==> src/rtl/mult_pkg.sv <==
// Shared definitions for the iterative shift-add multiplier.
//   ST_IDLE/ST_RUN/ST_FIX : 2-bit FSM state encoding
//   STEP_W                : step counter width for the default 8-bit operand
//   step_w()              : step counter width for any even WIDTH >= 4
package mult_pkg;

    localparam logic [1:0] ST_IDLE = 2'd0;
    localparam logic [1:0] ST_RUN  = 2'd1;
    localparam logic [1:0] ST_FIX  = 2'd2;

    localparam int DEF_WIDTH = 8;
    localparam int STEP_W    = $clog2(DEF_WIDTH / 2);

    // Counter must reach WIDTH/2-1; WIDTH>=4 keeps this at least 1 bit.
    function automatic int step_w(input int width);
        return $clog2(width / 2);
    endfunction

endpackage

==> src/rtl/mult_digit.sv <==
// Combinational radix-4 digit multiplier.
//   a     in  WIDTH    unsigned multiplicand magnitude
//   digit in  2        multiplier digit 0..3
//   pp    out WIDTH+2  a * digit
module mult_digit #(
    parameter int WIDTH = 8
) (
    input  logic [WIDTH-1:0] a,
    input  logic [1:0]       digit,
    output logic [WIDTH+1:0] pp
);

    always_comb begin
        pp = '0;
        case (digit)
            2'd0: pp = '0;
            2'd1: pp = {2'b00, a};
            2'd2: pp = {1'b0, a, 1'b0};
            2'd3: pp = {2'b00, a} + {1'b0, a, 1'b0};
            default: pp = '0;
        endcase
    end

endmodule

==> src/rtl/seq_mult.sv <==
// Iterative shift-add multiplier, two multiplier bits per clock.
// Operates on magnitudes and applies the sign once at the end.
//   clk         in   clock, rising edge
//   rst         in   asynchronous active-high reset
//   start       in   request a multiply (sampled only while idle)
//   signed_mode in   1 = two's complement operands (sampled with start)
//   a, b        in   WIDTH-bit multiplicand / multiplier (sampled with start)
//   busy        out  operation in progress
//   done        out  one-cycle pulse, new product valid
//   product     out  2*WIDTH-bit result, held until the next completion
module seq_mult
    import mult_pkg::*;
#(
    parameter int WIDTH = 8
) (
    input  logic                 clk,
    input  logic                 rst,
    input  logic                 start,
    input  logic                 signed_mode,
    input  logic [WIDTH-1:0]     a,
    input  logic [WIDTH-1:0]     b,
    output logic                 busy,
    output logic                 done,
    output logic [2*WIDTH-1:0]   product
);

    localparam int SW = step_w(WIDTH);
    localparam int PW = 2 * WIDTH;
    localparam logic [SW-1:0] STEP_LAST = SW'(WIDTH / 2 - 1);

    logic [1:0]       state, state_nxt;
    logic             load, run, fix;
    logic [WIDTH-1:0] a_mag, b_sh;
    logic             sign;
    logic [PW-1:0]    acc;
    logic [SW-1:0]    step;
    logic [WIDTH+1:0] pp;
    logic             a_neg, b_neg;

    mult_digit #(.WIDTH(WIDTH)) u_digit (
        .a     (a_mag),
        .digit (b_sh[1:0]),
        .pp    (pp)
    );

    // State register
    always_ff @(posedge clk or posedge rst) begin
        if (rst) state <= ST_IDLE;
        else     state <= state_nxt;
    end

    // Next-state logic
    always_comb begin
        state_nxt = state;
        case (state)
            ST_IDLE: if (start) state_nxt = ST_RUN;
            ST_RUN:  if (step == STEP_LAST) state_nxt = ST_FIX;
            ST_FIX:  state_nxt = ST_IDLE;
            default: state_nxt = ST_IDLE;
        endcase
    end

    // Control decode
    always_comb begin
        load = 1'b0;
        run  = 1'b0;
        fix  = 1'b0;
        case (state)
            ST_IDLE: load = start;
            ST_RUN:  run  = 1'b1;
            ST_FIX:  fix  = 1'b1;
            default: ;
        endcase
    end

    assign a_neg = signed_mode & a[WIDTH-1];
    assign b_neg = signed_mode & b[WIDTH-1];

    // Datapath. Negating -2^(WIDTH-1) in WIDTH bits yields 2^(WIDTH-1),
    // which is the correct unsigned magnitude, so no extra bit is needed.
    always_ff @(posedge clk or posedge rst) begin
        if (rst) begin
            a_mag   <= '0;
            b_sh    <= '0;
            sign    <= 1'b0;
            acc     <= '0;
            step    <= '0;
            busy    <= 1'b0;
            done    <= 1'b0;
            product <= '0;
        end else begin
            done <= 1'b0;
            if (load) begin
                a_mag <= a_neg ? (~a) + WIDTH'(1) : a;
                b_sh  <= b_neg ? (~b) + WIDTH'(1) : b;
                sign  <= a_neg ^ b_neg;
                acc   <= '0;
                step  <= '0;
                busy  <= 1'b1;
            end
            if (run) begin
                // Digit weight is 4^step; zero-extended partial product
                // shifted by at most WIDTH-2 still fits in 2*WIDTH bits.
                acc  <= acc + (PW'(pp) << {step, 1'b0});
                b_sh <= b_sh >> 2;
                step <= step + SW'(1);
            end
            if (fix) begin
                product <= sign ? (~acc) + PW'(1) : acc;
                done    <= 1'b1;
                busy    <= 1'b0;
            end
        end
    end

endmodule

==> config.mk <==
export PLATFORM = sky130hd
export DESIGN_NAME = seq_mult
export DESIGN_NICKNAME = d
export VERILOG_FILES = /design/src/rtl/mult_pkg.sv /design/src/rtl/mult_digit.sv /design/src/rtl/seq_mult.sv
export SDC_FILE = /design/constraint.sdc
export NUM_CORES = 1
export LEC_CHECK = 0
export CELL_PAD_IN_SITES_DETAIL_PLACEMENT = 0
export CELL_PAD_IN_SITES_GLOBAL_PLACEMENT = 1
export CORE_MARGIN = 5
export CORE_UTILIZATION = 38
export DETAILED_ROUTE_END_ITERATION = 7
export PLACE_DENSITY = 0.69
export SETUP_SLACK_MARGIN = 0.4
export SYNTH_ARGS = -nofsm -noshare
export SYNTH_HDL_FRONTEND = slang
export SYNTH_SLANG_ARGS = --single-unit
export TNS_END_PERCENT = 5
==> constraint.sdc <==
create_clock -name clk -period 9.3 [get_ports clk]
set_input_delay 1.86 -clock clk [delete_from_list [all_inputs] [get_ports clk]]
set_output_delay 1.86 -clock clk [all_outputs]
set_load 0.1 [all_outputs]
==> results of run 1 <==
per-stage QoR:
step,hold WS (ns),setup WS (ns),instances
final,0.485,5.20,649
after global routing,0.521,4.79,649
after CTS,0.495,5.19,649
after detailed placement,0.469,5.22,641
after global placement,0.464,5.25,641
after floorplan,0.467,5.82,482
registers in the layout (all words and copies together), names as in the netlist:
signal / count
busy: 1
b_sh: 8
product: 16
sign: 1
state: 2
done: 1
step: 2
acc: 16
a_mag: 8
cell type report:
| class | count | area [um2] | share of cell area |
|---|---|---|---|
| clock buffer | 5 | 68.8 | 0.0148 |
| clock inverter | 3 | 55.1 | 0.0118 |
| inverter | 24 | 90.1 | 0.0193 |
| multi-input combinational | 385 | 2500 | 0.536 |
| sequential | 55 | 1380 | 0.295 |
| tap | 136 | 170 | 0.0365 |
| timing repair buffer | 41 | 400 | 0.0860 |
cells in the final DEF (no fill, tap or decap), types with 17 or more instances in the layout:
cell | synthesis | routed
clkdlybuf4s50_1 | 0 | 37
a21oi_1 | 28 | 28
xor2_1 | 17 | 17
nand2_1 | 65 | 65
o21ai_0 | 53 | 53
nor2_1 | 26 | 26
xnor2_1 | 17 | 17
ha_1 | 27 | 27
dfrtp_1 | 55 | 55
nand3_1 | 19 | 19
inv_1 | 23 | 22
worst min-delay path: stages, from the launching register on:
cell and delay (ns):
dfrtp_1 0.36, nand2_1 0.04, o21ai_0 0.05
path summary, 6_finish.rpt:
| kind | from | to | slack, ns |
|---|---|---|---|
| min in group asynchronous | rst | done | 2.01 |
| max in group asynchronous | rst | a_mag[4] | 6.80 |
| min | product[13] | product[13] | 0.49 |
| max | a_mag[1] | acc[15] | 5.20 |
| min reg2reg | product[13] | product[13] | 0.49 |
| max reg2reg | a_mag[1] | acc[15] | 5.20 |
routing by layer:
metal / global-route usage / wire, um / share of wire / vias up
li1: - / - / - / 1794
met1: 0.226 / 4830 / 0.49 / 1663
met5: 0 / 0 / 0 / -
met4: 0.0585 / 211 / 0.021 / 0
met3: 0.0225 / 226 / 0.023 / 11
met2: 0.261 / 4610 / 0.47 / 56
kinds of logic (layout without fill, tap and decap cells):
kind of cell	Yosys count	after routing	share of synthesized area
AOI/OAI and AO/OA	155	155	0.241
xor gates and xnor gates	34	34	0.0739
adders and majority gates	29	29	0.0937
buffers and inverters	42	73	0.0391
DFF	55	55	0.341
muxes	10	10	0.0258
and+or+nand+nor	157	157	0.186
==> metrics.cfg, run 1 <==
[route]
drcViolationCount = 0
drt_wl_total_mm = 9.87
wl_per_cell_um = 15.2
dr.pass1.iters = 4
vias = 3524
ant_nets = 0
viasPerCell = 5.43
first_iter_violations = 176

[cts]
cts.sinks = 55
clockRootBuffer = clkbuf_8
post_cts_resized = 0
cts.clk_slew.worst_paths_ns = 0.11
cts_buffers = 5
cts.htree.levels = 2
clk_latency_ns = 0.34
cts_tree = built
postCtsSetupBuffers = 0
ctsHoldBuffers = 0
cts_buffer_depth = 2

[synth]
synth_largest_area_cell = dfrtp_1
ys_ff_latch = 55
synthTopCellsByArea = dfrtp_1, ha_1, o21ai_0
synth_cell_types = 52
synth_nets = 531
synthArstFlopShare = 1.00
synth_warnings = 0
syn-mean-instance-area_um2 = 8.36
synth-edff-count = 0
synth_top_area_share = 0.341
synthCells = 482
synth-main-ff-cell = dfrtp_1
synthTopCellsByCount = nand2_1, dfrtp_1, o21ai_0, a21oi_1, ha_1
syn_area_mm2 = 0.00403
yosysMostFrequentCell = nand2_1
yosysSeqAreaShare = 0.341

[cells_and_area]
nets = 561
n_antenna_cell = 0
fillers = 1057
design_area_mm2 = 0.00466
drive_above_1_share = 0.0429
area_growth_pct = 15.5
post-route-util = 0.451

[outcome]
outcome = finished, final reports clean

[setup_path]
critPathRequiredTime_ns = 9.58
max_stage_delay_ns = 0.47
ff2ff_path_depth = 14
path_cells = ha_1 > a211oi_1 > o21bai_1 > a21oi_1 > mux2i_1 > nor3_1 > nor3_1 > ha_1 > a21oi_1 > o21bai_1 > a221oi_1 > a21oi_1 > o41a_1 > nand2_1
path_delay_family = compound AO/OA/AOI/OAI gates
criticalPathCategory = flip-flop to flip-flop
arrival_ns = 4.38
cpMaxStageDelayCell = a211oi_1
crit_path_end_kind = flip-flop
cp.depth = 14
crit_top_cell = a21oi_1
crit_fanout = 7
crit_path_start_kind = flip-flop
worst-path-buf-inv = 0

[global_routing]
grt_use_total = 0.163
grt.overflow.total = 0
grt_pass1_wl_mm = 17.0
grt_max_degree = 56
antenna_found_initial = 0
grt_pass1_vias = 3409

[placed_design]
place_area_mm2 = 0.00453
placement.io_buffers = 37
gp_congestion = 0.789
dp.final_hpwl_mm = 7.62

[timing]
hold_viol_final = 0
rsz0062_at_grt = false
timing.slew.headroom = 0.190
fin_crit_sh = 0.441
worst_pin_slew_ns = 1.21
setup_viol = 0
finClkSkew_ns = 0.0156
fin_crit_ns = 4.10
drv_slew = 0
clock.fmax_mhz = 244
fin_setup_tns_ns = 0

[die]
coreArea_mm2 = 0.0103
die_w_um = 113
std_cell_rows = 37
ios = 38
dieArea_mm2 = 0.0128
initial_core_util = 0.390
fp.dieH_um = 113

[min_path]
min_path_type = flip-flop to flip-flop
whs_path_depth = 2

[flow_run]
drv_cap = 0

Power of run 1 is not shown: default switching activity piles up to over one toggle a cycle in this logic, so the estimate is an artifact.
==> run 2: changes to the inputs <==
- PLACE_DENSITY: 0.69 -> 0.72
- clock period: 9.3 -> 3.6 ns (I/O delays scaled with it)
==> metrics.cfg, run 2 (synthesis gave the netlist of run 1 again) <==
[global_routing]
grt.overflow.total = 0
grt_use_total = 0.157
grt_max_degree = 35
grt_pass1_vias = 3540
antenna_found_initial = 0
grt_pass1_wl_mm = 16.6

[min_path]
min_path_type = flip-flop to flip-flop

[timing]
hold_viol_final = 0
finClkSkew_ns = 0.0112
fin_crit_ns = 3.49
layout_setup_ws_ns = 0.111
timing.slew.headroom = 0.292
clock.fmax_mhz = 287
fin_crit_sh = 0.969
worst_pin_slew_ns = 1.06
rsz0062_at_grt = true
drv_slew = 0
setup_viol = 0

[die]
die_w_um = 113
initial_core_util = 0.390
coreArea_mm2 = 0.0103
ios = 38
dieArea_mm2 = 0.0128
std_cell_rows = 37
fp.dieH_um = 113

[cells_and_area]
drive_above_1_share = 0.179
reg_top3 = acc: 16 flops, product: 16 flops
area_growth_pct = 26.2
most-common-layout-cells = nand2_1, dfrtp_1, o21ai_0
final_common_cell = nand2_1
nets = 590
n_antenna_cell = 0

[setup_path]
criticalPathCategory = flip-flop to flip-flop
crit_fanout = 4
arrival_ns = 3.69
cpMaxStageDelayCell = dfrtp_2
crit_path_start_kind = flip-flop
path_cells = ha_4 > inv_2 > fa_2 > nor2b_4 > o31ai_4 > nor4b_4 > a311oi_2 > a211oi_2 > o22ai_2 > ha_1 > nand2_1 > nor2_2 > o21a_1 > o211ai_1 > a21o_1 > a32o_1
crit_path_end_kind = flip-flop
max_stage_delay_ns = 0.46
critPathRequiredTime_ns = 3.81

[cts]
cts_tree = built
clockRootBuffer = clkbuf_8
cts_buffers = 5
cts.htree.levels = 2
cts.sinks = 55
cts.clk_slew.worst_paths_ns = 0.11
clk_latency_ns = 0.32
cts_buffer_depth = 2

[route]
vias = 3645
dr.pass1.iters = 4
first_iter_violations = 98
wl_per_cell_um = 14.5
drcViolationCount = 0
viasPerCell = 5.38
ant_nets = 0
drt_wl_total_mm = 9.83

[placed_design]
placement.io_buffers = 37
gp_congestion = 0.866
dp.final_hpwl_mm = 7.47
place_ws_ns = -0.0593

[outcome]
outcome = finished, final reports clean

[flow_run]
drv_cap = 0

==> run 2: changes by cell type in the layout (fill, tap and decap cells not counted), sizes merged <==
| cell | previous run | this run |
|---|---|---|
| buf | 4 | 33 |
| bufinv | 1 | 0 |
| clkbuf | 5 | 6 |
| clkinv | 3 | 2 |
| clkinvlp | 0 | 1 |
==> run 2: routing by layer <==
layer	part of all wire	wire length [um]	up-vias	GRT usage
li1	-	-	1859	-
met1	0.44	4310	1721	0.197
met2	0.52	5100	58	0.286
met3	0.033	324	7	0.0214
met4	0.0091	89	0	0.0329
met5	0	0	-	0
==> run 2: path summary, 6_finish.rpt <==
kind / slack, ns / cells after the start / from / to
min reg2reg: 0.48 / 2 / product[7] / product[7]
min in group asynchronous: 0.74 / 2 / rst / acc[0]
min: 0.48 / 2 / product[7] / product[7]
max reg2reg: 0.11 / 16 / a_mag[1] / acc[13]
max in group asynchronous: 2.03 / 3 / rst / step[1]
max: 0.11 / 16 / a_mag[1] / acc[13]
==> run 2: timing repair <==
item	4_1_cts	5_1_grt
pin swaps	11	12
hold buffers	0	0
resized for setup	18	27
setup endpoints to repair	9	11
buffers inserted	5	2
==> run 2: stage by stage <==
stage	TNS [ns]	area, um2	std cells	util	hold WS, ns
3_3_place_gp	-0.0755	4740	663	0.459	0.462
2_1_floorplan	0	4070	482	-	0.467
4_1_cts	0	4960	676	0.480	0.493
3_5_place_dp	-0.0768	4740	663	0.459	0.469
5_1_grt	-0.355	5090	678	0.493	0.512
6_report	0	5090	678	0.493	0.484
==> run 2: worst max-delay path: cells and delay by family, from the launching register on <==
kind                     cells  cell delay [ns]
AO/OA/AOI/OAI                8             1.55
buffers and inverters        1             0.06
flip-flops                   1             0.46
AND/OR/NAND/NOR              4             0.56
adder cells (fa/ha/maj)      3             0.74
==> run 2: area by class of cell <==
| type | instances | area (um2) |
|---|---|---|
| Clock inverter | 2 | 16.3 |
| Timing Repair Buffer | 70 | 618 |
| Sequential cell | 55 | 1380 |
| Multi-Input combinational cell | 385 | 2730 |
| Fill cell | 1013 | 5240 |
| Tap cell | 136 | 170 |
| Clock buffer | 6 | 82.6 |
| Inverter | 24 | 90.1 |
Power of run 2 is left out for the same reason.
==> run 3: changes to the inputs <==
- CAP_MARGIN: default -> 10
- RECOVER_POWER: default -> 25
- SLEW_MARGIN: default -> 20
==> metrics.cfg, run 3 (synthesis gave the netlist of run 1 again) <==
[setup_path]
crit_path_end_kind = flip-flop
arrival_ns = 3.75
crit_fanout = 4
criticalPathCategory = flip-flop to flip-flop
crit_path_start_kind = flip-flop
critPathRequiredTime_ns = 3.85

[cts]
cts.clk_slew.worst_paths_ns = 0.11
cts_tree = built
cts_buffers = 5
cts_buffer_depth = 2
cts.sinks = 55
ctsHoldBuffers = 0
cts.htree.levels = 2
clockRootBuffer = clkbuf_8
clk_latency_ns = 0.32

[route]
ant_nets = 0
dr.pass1.iters = 4
drcViolationCount = 0
first_iter_violations = 117
drt_wl_total_mm = 9.83
vias = 3641
viasPerCell = 5.37
wl_per_cell_um = 14.5

[global_routing]
grt_pass1_wl_mm = 16.6
grt_pass1_vias = 3540
grt_use_total = 0.157
grt_max_degree = 35
antenna_found_initial = 0
grt.overflow.total = 0

[placed_design]
placement.io_buffers = 37
gp_congestion = 0.866
dp.final_hpwl_mm = 7.47
place_ws_ns = -0.0593
dp.cells = 663
place_area_mm2 = 0.00474

[cells_and_area]
fin_cells = 678
final_common_cell = nand2_1
area_growth_pct = 26.2
nets = 590
most-common-layout-cells = nand2_1, dfrtp_1, o21ai_0
fillers = 1013
drive_above_1_share = 0.177
n_antenna_cell = 0
reg_top3 = acc: 16 flops, product: 16 flops
design_area_mm2 = 0.00509

[die]
dieArea_mm2 = 0.0128
initial_core_util = 0.390
coreArea_mm2 = 0.0103
ios = 38
fp.dieH_um = 113
std_cell_rows = 37
die_w_um = 113

[timing]
setup_viol = 0
drv_slew = 0
rsz0062_at_grt = true
worst_pin_slew_ns = 0.966
layout_setup_ws_ns = 0.106
timing.slew.headroom = 0.354
fin_crit_sh = 0.971
fin_crit_ns = 3.49
clock.fmax_mhz = 286
fin_setup_tns_ns = 0
hold_viol_final = 0
finClkSkew_ns = 0.00948

[min_path]
min_path_type = flip-flop to flip-flop

[outcome]
outcome = finished, final reports clean

[flow_run]
drv_cap = 0

-- run 3: changes by cell type in the layout (fill, tap and decap cells not counted), sizes merged --
cell,change
buf,-1
clkbuf,+1
clkdlybuf4s50,-2
dlygate4sd3,+2
-- run 3: per-stage QoR --
| stage | hold slack, ns | utilization |
|---|---|---|
| after global placement | 0.462 | 0.459 |
| after detailed placement | 0.469 | 0.459 |
| after floorplan | 0.467 | - |
| after CTS | 0.493 | 0.480 |
| after global routing | 0.512 | 0.493 |
| final | 0.484 | 0.493 |
-- run 3: timing repair --
action	CTS	global route
resized for setup	18	27
pin swaps	11	12
setup buffers	5	2
setup endpoints to repair	9	11
hold endpoints to repair	0	0
-- run 3: critical path, stage by stage, from the launching register on --
cell and delay, ns:
dfrtp_2 0.46, ha_4 0.17, inv_2 0.06, fa_2 0.24, nor2b_4 0.06, o31ai_4 0.30, nand2b_1 0.12, a311oi_2 0.36
a211oi_2 0.16, a211oi_2 0.22, ha_2 0.34, inv_1 0.10, o21bai_1 0.10, a221oi_2 0.27, a21oi_1 0.12, o41a_1 0.31
nand2_1 0.06
-- run 3: area by class of cell --
| cell class | count | area [um2] | area share |
|---|---|---|---|
| timing repair buffer | 70 | 614 | 0.121 |
| sequential | 55 | 1380 | 0.271 |
| multi-input combinational | 385 | 2730 | 0.538 |
| clock buffer | 6 | 82.6 | 0.0162 |
| inverter | 24 | 90.1 | 0.0177 |
| clock inverter | 2 | 16.3 | 0.00320 |
| tap | 136 | 170 | 0.0335 |
-- run 3: per-layer routing --
| layer | wire, um | up-vias | track usage |
|---|---|---|---|
| li1 | - | 1857 | - |
| met1 | 4300 | 1709 | 0.197 |
| met2 | 5080 | 68 | 0.286 |
| met3 | 359 | 7 | 0.0214 |
| met4 | 89 | 0 | 0.0329 |
| met5 | 0 | - | 0 |
-- run 3: path summary, 6_finish.rpt --
kind,startpoint,depth (start not counted),slack [ns],endpoint
worst min register to register,product[7],2,0.48,product[7]
worst min-delay path,product[7],2,0.48,product[7]
worst max-delay path,a_mag[1],16,0.11,acc[15]
max in group asynchronous,rst,3,1.60,step[1]
min in group asynchronous,rst,2,1.03,acc[0]
worst max register to register,a_mag[1],16,0.11,acc[15]
Power of run 3 is left out for the same reason.
==> edit 1: new RTL, settings of run 2 <==
Add an input register stage for `start`, `signed_mode`, `a` and `b`, without a reset; this delays them by one clock.
--- a/src/rtl/seq_mult.sv
+++ b/src/rtl/seq_mult.sv
@@ -29,4 +29,16 @@
     localparam logic [SW-1:0] STEP_LAST = SW'(WIDTH / 2 - 1);
 
+    logic start_q;
+    logic signed_mode_q;
+    logic [WIDTH-1:0] a_q;
+    logic [WIDTH-1:0] b_q;
+
+    always_ff @(posedge clk) begin
+        start_q       <= start;
+        signed_mode_q <= signed_mode;
+        a_q           <= a;
+        b_q           <= b;
+    end
+
     logic [1:0]       state, state_nxt;
     logic             load, run, fix;
@@ -54,5 +66,5 @@
         state_nxt = state;
         case (state)
-            ST_IDLE: if (start) state_nxt = ST_RUN;
+            ST_IDLE: if (start_q) state_nxt = ST_RUN;
             ST_RUN:  if (step == STEP_LAST) state_nxt = ST_FIX;
             ST_FIX:  state_nxt = ST_IDLE;
@@ -67,5 +79,5 @@
         fix  = 1'b0;
         case (state)
-            ST_IDLE: load = start;
+            ST_IDLE: load = start_q;
             ST_RUN:  run  = 1'b1;
             ST_FIX:  fix  = 1'b1;
@@ -74,6 +86,6 @@
     end
 
-    assign a_neg = signed_mode & a[WIDTH-1];
-    assign b_neg = signed_mode & b[WIDTH-1];
+    assign a_neg = signed_mode_q & a_q[WIDTH-1];
+    assign b_neg = signed_mode_q & b_q[WIDTH-1];
 
     // Datapath. Negating -2^(WIDTH-1) in WIDTH bits yields 2^(WIDTH-1),
@@ -92,6 +104,6 @@
             done <= 1'b0;
             if (load) begin
-                a_mag <= a_neg ? (~a) + WIDTH'(1) : a;
-                b_sh  <= b_neg ? (~b) + WIDTH'(1) : b;
+                a_mag <= a_neg ? (~a_q) + WIDTH'(1) : a_q;
+                b_sh  <= b_neg ? (~b_q) + WIDTH'(1) : b_q;
                 sign  <= a_neg ^ b_neg;
                 acc   <= '0;
Check against the original RTL: not equivalent (Yosys sat finds a counterexample within 4 cycles, from zero or initial values and one cycle with rst high).
==> edit 1 against run 2 <==
The run now ends with negative setup slack left. Synthesized area rose by 6.3%. Clock skew fell by 7.1 ps. Fmax fell by 5.8%. Worst setup slack got worse by 220 ps. Hold slack got worse by 11 ps. Non-clock buffer count rose by 7. Die area rose by 5.8%. Sequential cell count rose by 18. Cell area rose by 6.4%. Routed wire length fell by 0.79%.
Power is left out: the tool's default activity adds up to more than one toggle a clock period on the data nets, which glitch-free logic cannot reach.
==> edit 1: results (changes against run 2) <==
Timing
  – Skew final: 4.05 ps (was 11.2 ps)
  – # setup viols final: 6 (was 0)
  – Slew margin rel.: 0.306 (was 0.292)
  – Setup WS post-layout: -105 ps (was 111 ps)

Outcome
  – Failing checks: negative setup slack
  – Status: finished with violations (was completed)

Place
  – Dpl cell area: 5060 sq um (was 4740 sq um)
  – GP Congestion: 0.898 (was 0.866)
  – Pre-CTS WS: -156 ps (was -59.3 ps)
  – Dpl hpwl: 7380 um (was 7470 um)
  – Placed insts: 670 (was 663)

Clock tree
  – TritonCTS Buffers: 9 (was 5)
  – Worst-path clk slew: 60 ps (was 110 ps)
  – Clock root buffer: clkbuf_16 (was clkbuf_8)
  – H-tree depth: 3 (was 2)

Final layout
  – Fillers: 1091 (was 1013)
  – Nets: 599 (was 590)
  – Finished Layout Cells: 695 (was 678)
  – Layout cell share with drive strength beyond 1: 0.146 (was 0.179)

Routing
  – Vias per std cell: 5.11 (was 5.38)
  – WL final: 9750 um (was 9830 um)
  – Starting DRC count in detailed routing: 108 (was 98)

Synth
  – Synth area leaders: dfrtp_1, dfxtp_1, ha_1 (was dfrtp_1, ha_1, o21ai_0)
  – Post-Synthesis Cells: 479 (was 482)
  – Post-synth ARST share: 0.753 (was 1.00)
  – Synth cell types: 50 (was 52)
  – Post-Syn Nets: 528 (was 531)
  – Synth cell count leaders: nand2_1, o21ai_0, dfrtp_1 (was nand2_1, dfrtp_1, o21ai_0)
  – Register area share after synthesis: 0.405 (was 0.341)

Worst setup path
  – Crit-path max FO: 5 (was 4)
  – CP arrival: 3880 ps (was 3690 ps)
  – Slowest stage delay, CP: 430 ps (was 460 ps)
  – R2R Path Start: a_mag[2] (was a_mag[1])

GRT
  – First-pass GRT wire length: 16600 um (about the same)
  – Vias in the first global route: 3645 (was 3540)
  – Global Route Usage Sum: 0.154 (was 0.157)
  – Largest net degree at the start of global routing: 34 (was 35)

Hold path
  – Hold Path Origin: product[3] (was product[7])
  – Hold endpoint: product[3] (was product[7])
## edit 1: changes by cell type after synthesis, sizes merged, moves of 4 or more
cell / before / now
a21oi: 28 / 23
xor2: 17 / 23
o21bai: 6 / 1
inv: 23 / 19
or2: 4 / 0
nor2: 26 / 30
dfxtp: 0 / 18
## edit 1: kinds of logic after synthesis
group,synth area share
simple gates,0.158
xor+xnor,0.0817
fa+ha+maj,0.0881
flops,0.405
buf+inv,0.0324
compound gates,0.205
mux,0.0292
## edit 1: how the worst max path moves through the flow
stage                   from      end  slack [ps]  depth (start not counted)
detailed placement  a_mag[1]  acc[14]        -160                         18
finish              a_mag[2]  acc[13]        -100                         16
global placement    a_mag[1]  acc[14]         -50                         16
global route        a_mag[1]  acc[15]        -300                         20
CTS                 a_mag[1]  acc[14]        -100                         18
floorplan           a_mag[2]  acc[14]         230                         16
## edit 1: critical path, delay by kind of cell (launching register included)
kind,cells,cell delay (ps)
flops,1,430
fa+ha+maj,2,700
mux,2,300
compound gates,6,1310
simple gates,4,540
xor+xnor,2,280
## edit 1: stage by stage
step / TNS, ps / hold slack [ps]
6_report: -462 / 473
3_3_place_gp: -114 / 462
5_1_grt: -1920 / 507
4_1_cts: -282 / 482
2_1_floorplan: 0 / 449
3_5_place_dp: -662 / 469
## edit 1: metal layers
| metal | global-route usage | wire length (um) | vias to the layer above |
|---|---|---|---|
| met2 | 0.278 | 4910 | 73 |
| met4 | 0.0557 | 183 | 0 |
| met3 | 0.0389 | 443 | 19 |
| li1 | - | - | 1837 |
| met1 | 0.177 | 4210 | 1619 |
| met5 | 0 | 0 | - |
## edit 1: area by class of cell
class | instances | area (sq um) | area share
multi-input cells | 369 | 2500 | 0.461
flip-flops and latches | 73 | 1740 | 0.321
repair buffers | 77 | 671 | 0.124
clock buffers | 12 | 236 | 0.0437
well taps | 140 | 175 | 0.0324
inverters | 20 | 75.1 | 0.0139
clock inverters | 4 | 20.0 | 0.00370
## edit 1: timing repair
item                       CTS  global route
cloned                       0             0
setup endpoints to repair   11            11
gates resized for setup      4             6
pin swaps                    9             5
setup buffers                7             2
==> edit 2: new RTL, flow settings as in run 2 <==
Without the edit above. Put one more register stage on the output `product`, with the module's reset. The value now appears one clock later. The other outputs are not delayed to match. Comments in the files are not updated.
--- a/src/rtl/seq_mult.sv
+++ b/src/rtl/seq_mult.sv
@@ -28,4 +28,6 @@
     localparam int PW = 2 * WIDTH;
     localparam logic [SW-1:0] STEP_LAST = SW'(WIDTH / 2 - 1);
+
+    logic [2*WIDTH-1:0] product_s0;
 
     logic [1:0]       state, state_nxt;
@@ -88,5 +90,5 @@
             busy    <= 1'b0;
             done    <= 1'b0;
-            product <= '0;
+            product_s0 <= '0;
         end else begin
             done <= 1'b0;
@@ -107,5 +109,5 @@
             end
             if (fix) begin
-                product <= sign ? (~acc) + PW'(1) : acc;
+                product_s0 <= sign ? (~acc) + PW'(1) : acc;
                 done    <= 1'b1;
                 busy    <= 1'b0;
@@ -114,4 +116,12 @@
     end
 
+    always_ff @(posedge clk or posedge rst) begin
+        if (rst) begin
+            product <= '0;
+        end else begin
+            product <= product_s0;
+        end
+    end
+
 endmodule
 
Formal check against the unedited RTL: not equivalent (a bounded check fails within 10 cycles, from zero or initial values and one cycle with rst high).
==> edit 2 against run 2 <==
The flow now finishes with violations (negative setup slack). Synthesized area up 13%. Cell area up 15%. Global-route usage up 0.40 points. Critical path depth down 1. Routed wire length up 10%. Sequential cell count up 16. Cell count up 8.8%. Worst setup slack worse by 280 ps. Synthesized cell count up 4.6%. Largest cell class unchanged. Highest routed layer unchanged.
Power is left out: the tool's default activity adds up to more than one toggle a clock period on the data nets, which glitch-free logic cannot reach.
==> edit 2: results (changes against run 2) <==
GRT
  – Met3 Resource Use GR: 0.0323 (was 0.0214)
  – Largest net degree at the start of global routing: 43 (was 35)
  – Grt met1 use: 0.200 (was 0.197)
  – Global Route Usage Sum: 0.161 (was 0.157)
  – First-pass GRT wire length: 18500 um (was 16600 um)

Worst setup path
  – Crit-path max FO: 5 (was 4)
  – End point of the critical path: acc[15] (was acc[13])
  – R2R depth: 15 (was 16)
  – Slowest stage delay, CP: 430 ps (was 460 ps)

Clock tree
  – Clock root buffer: clkbuf_16 (was clkbuf_8)
  – Worst-path clk slew: 60 ps (was 110 ps)
  – TritonCTS Buffers: 9 (was 5)
  – Worst-skew pair later-pin latency: 340 ps (was 320 ps)

Final layout
  – Comb_multi_in: 392 (was 385)
  – Clock-cell share of area: 0.0452 (was 0.0194)
  – Clock buffer count: 11 (was 6)
  – Nonclk inv count: 20 (was 24)
  – Fillers: 1114 (was 1013)
  – Sequential cell area share: 0.303 (was 0.271)
  – Multi-input combinational area share: 0.471 (was 0.537)
  – NonClk Buf Share: 0.137 (was 0.121)
  – Layout cell share with drive strength beyond 1: 0.184 (was 0.179)
  – Nets: 636 (was 590)

Outcome
  – Status: finished with violations (was completed)
  – Failing checks: negative setup slack

Routing
  – Starting DRC count in detailed routing: 161 (was 98)
  – Met3 WL: 465 um (was 324 um)
  – Met2 WL: 5310 um (was 5100 um)
  – Via count: 3926 (was 3645)
  – Wl on met1: 4920 um (was 4310 um)

Synth
  – Post-Syn Nets: 553 (was 531)
  – Synth cell count leaders: dfrtp_1, nand2_1, o21ai_0 (was nand2_1, dfrtp_1, o21ai_0)

Hold path
  – Hold endpoint: product[0] (was product[7])
  – Hold Path Origin: product_s0[0] (was product[7])

Timing
  – # setup viols final: 6 (was 0)
  – Slew margin rel.: 0.343 (was 0.292)
  – Setup WS post-layout: -170 ps (was 111 ps)

Place
  – GP Congestion: 0.884 (was 0.866)
  – Pre-CTS WS: -247 ps (was -59.3 ps)
[edit 2: changes by cell type in the layout (fill, tap and decap cells not counted), moves of 7 or more]
cell | before | now
o21ai_0 | 44 | 53
a21o_1 | 5 | 12
nand3_1 | 19 | 12
clkbuf_16 | 0 | 9
a21oi_2 | 12 | 3
dfrtp_1 | 53 | 70
buf_4 | 33 | 55
[edit 2: what timing repair did]
action	CTS	global route
gates cloned	0	0
setup buffers	9	1
pin swaps	19	17
gates resized for setup	13	12
setup endpoints to repair	11	12
[edit 2: stage by stage]
stage	std cells	hold WS, ps	cell area, sq um	TNS, ps
detailed placement	713	358	5410	-1030
CTS	737	371	5790	-488
floorplan	504	354	4590	0
finish	738	370	5870	-302
global placement	713	359	5410	-887
global route	738	381	5870	-1510
[edit 2: cells by family after synthesis]
family / Yosys count / synth area share
buf+inv: 41 / 0.0380
fa+ha+maj: 29 / 0.0831
compound gates: 154 / 0.226
simple gates: 165 / 0.173
xor+xnor: 37 / 0.0713
mux: 7 / 0.0187
flops: 71 / 0.391
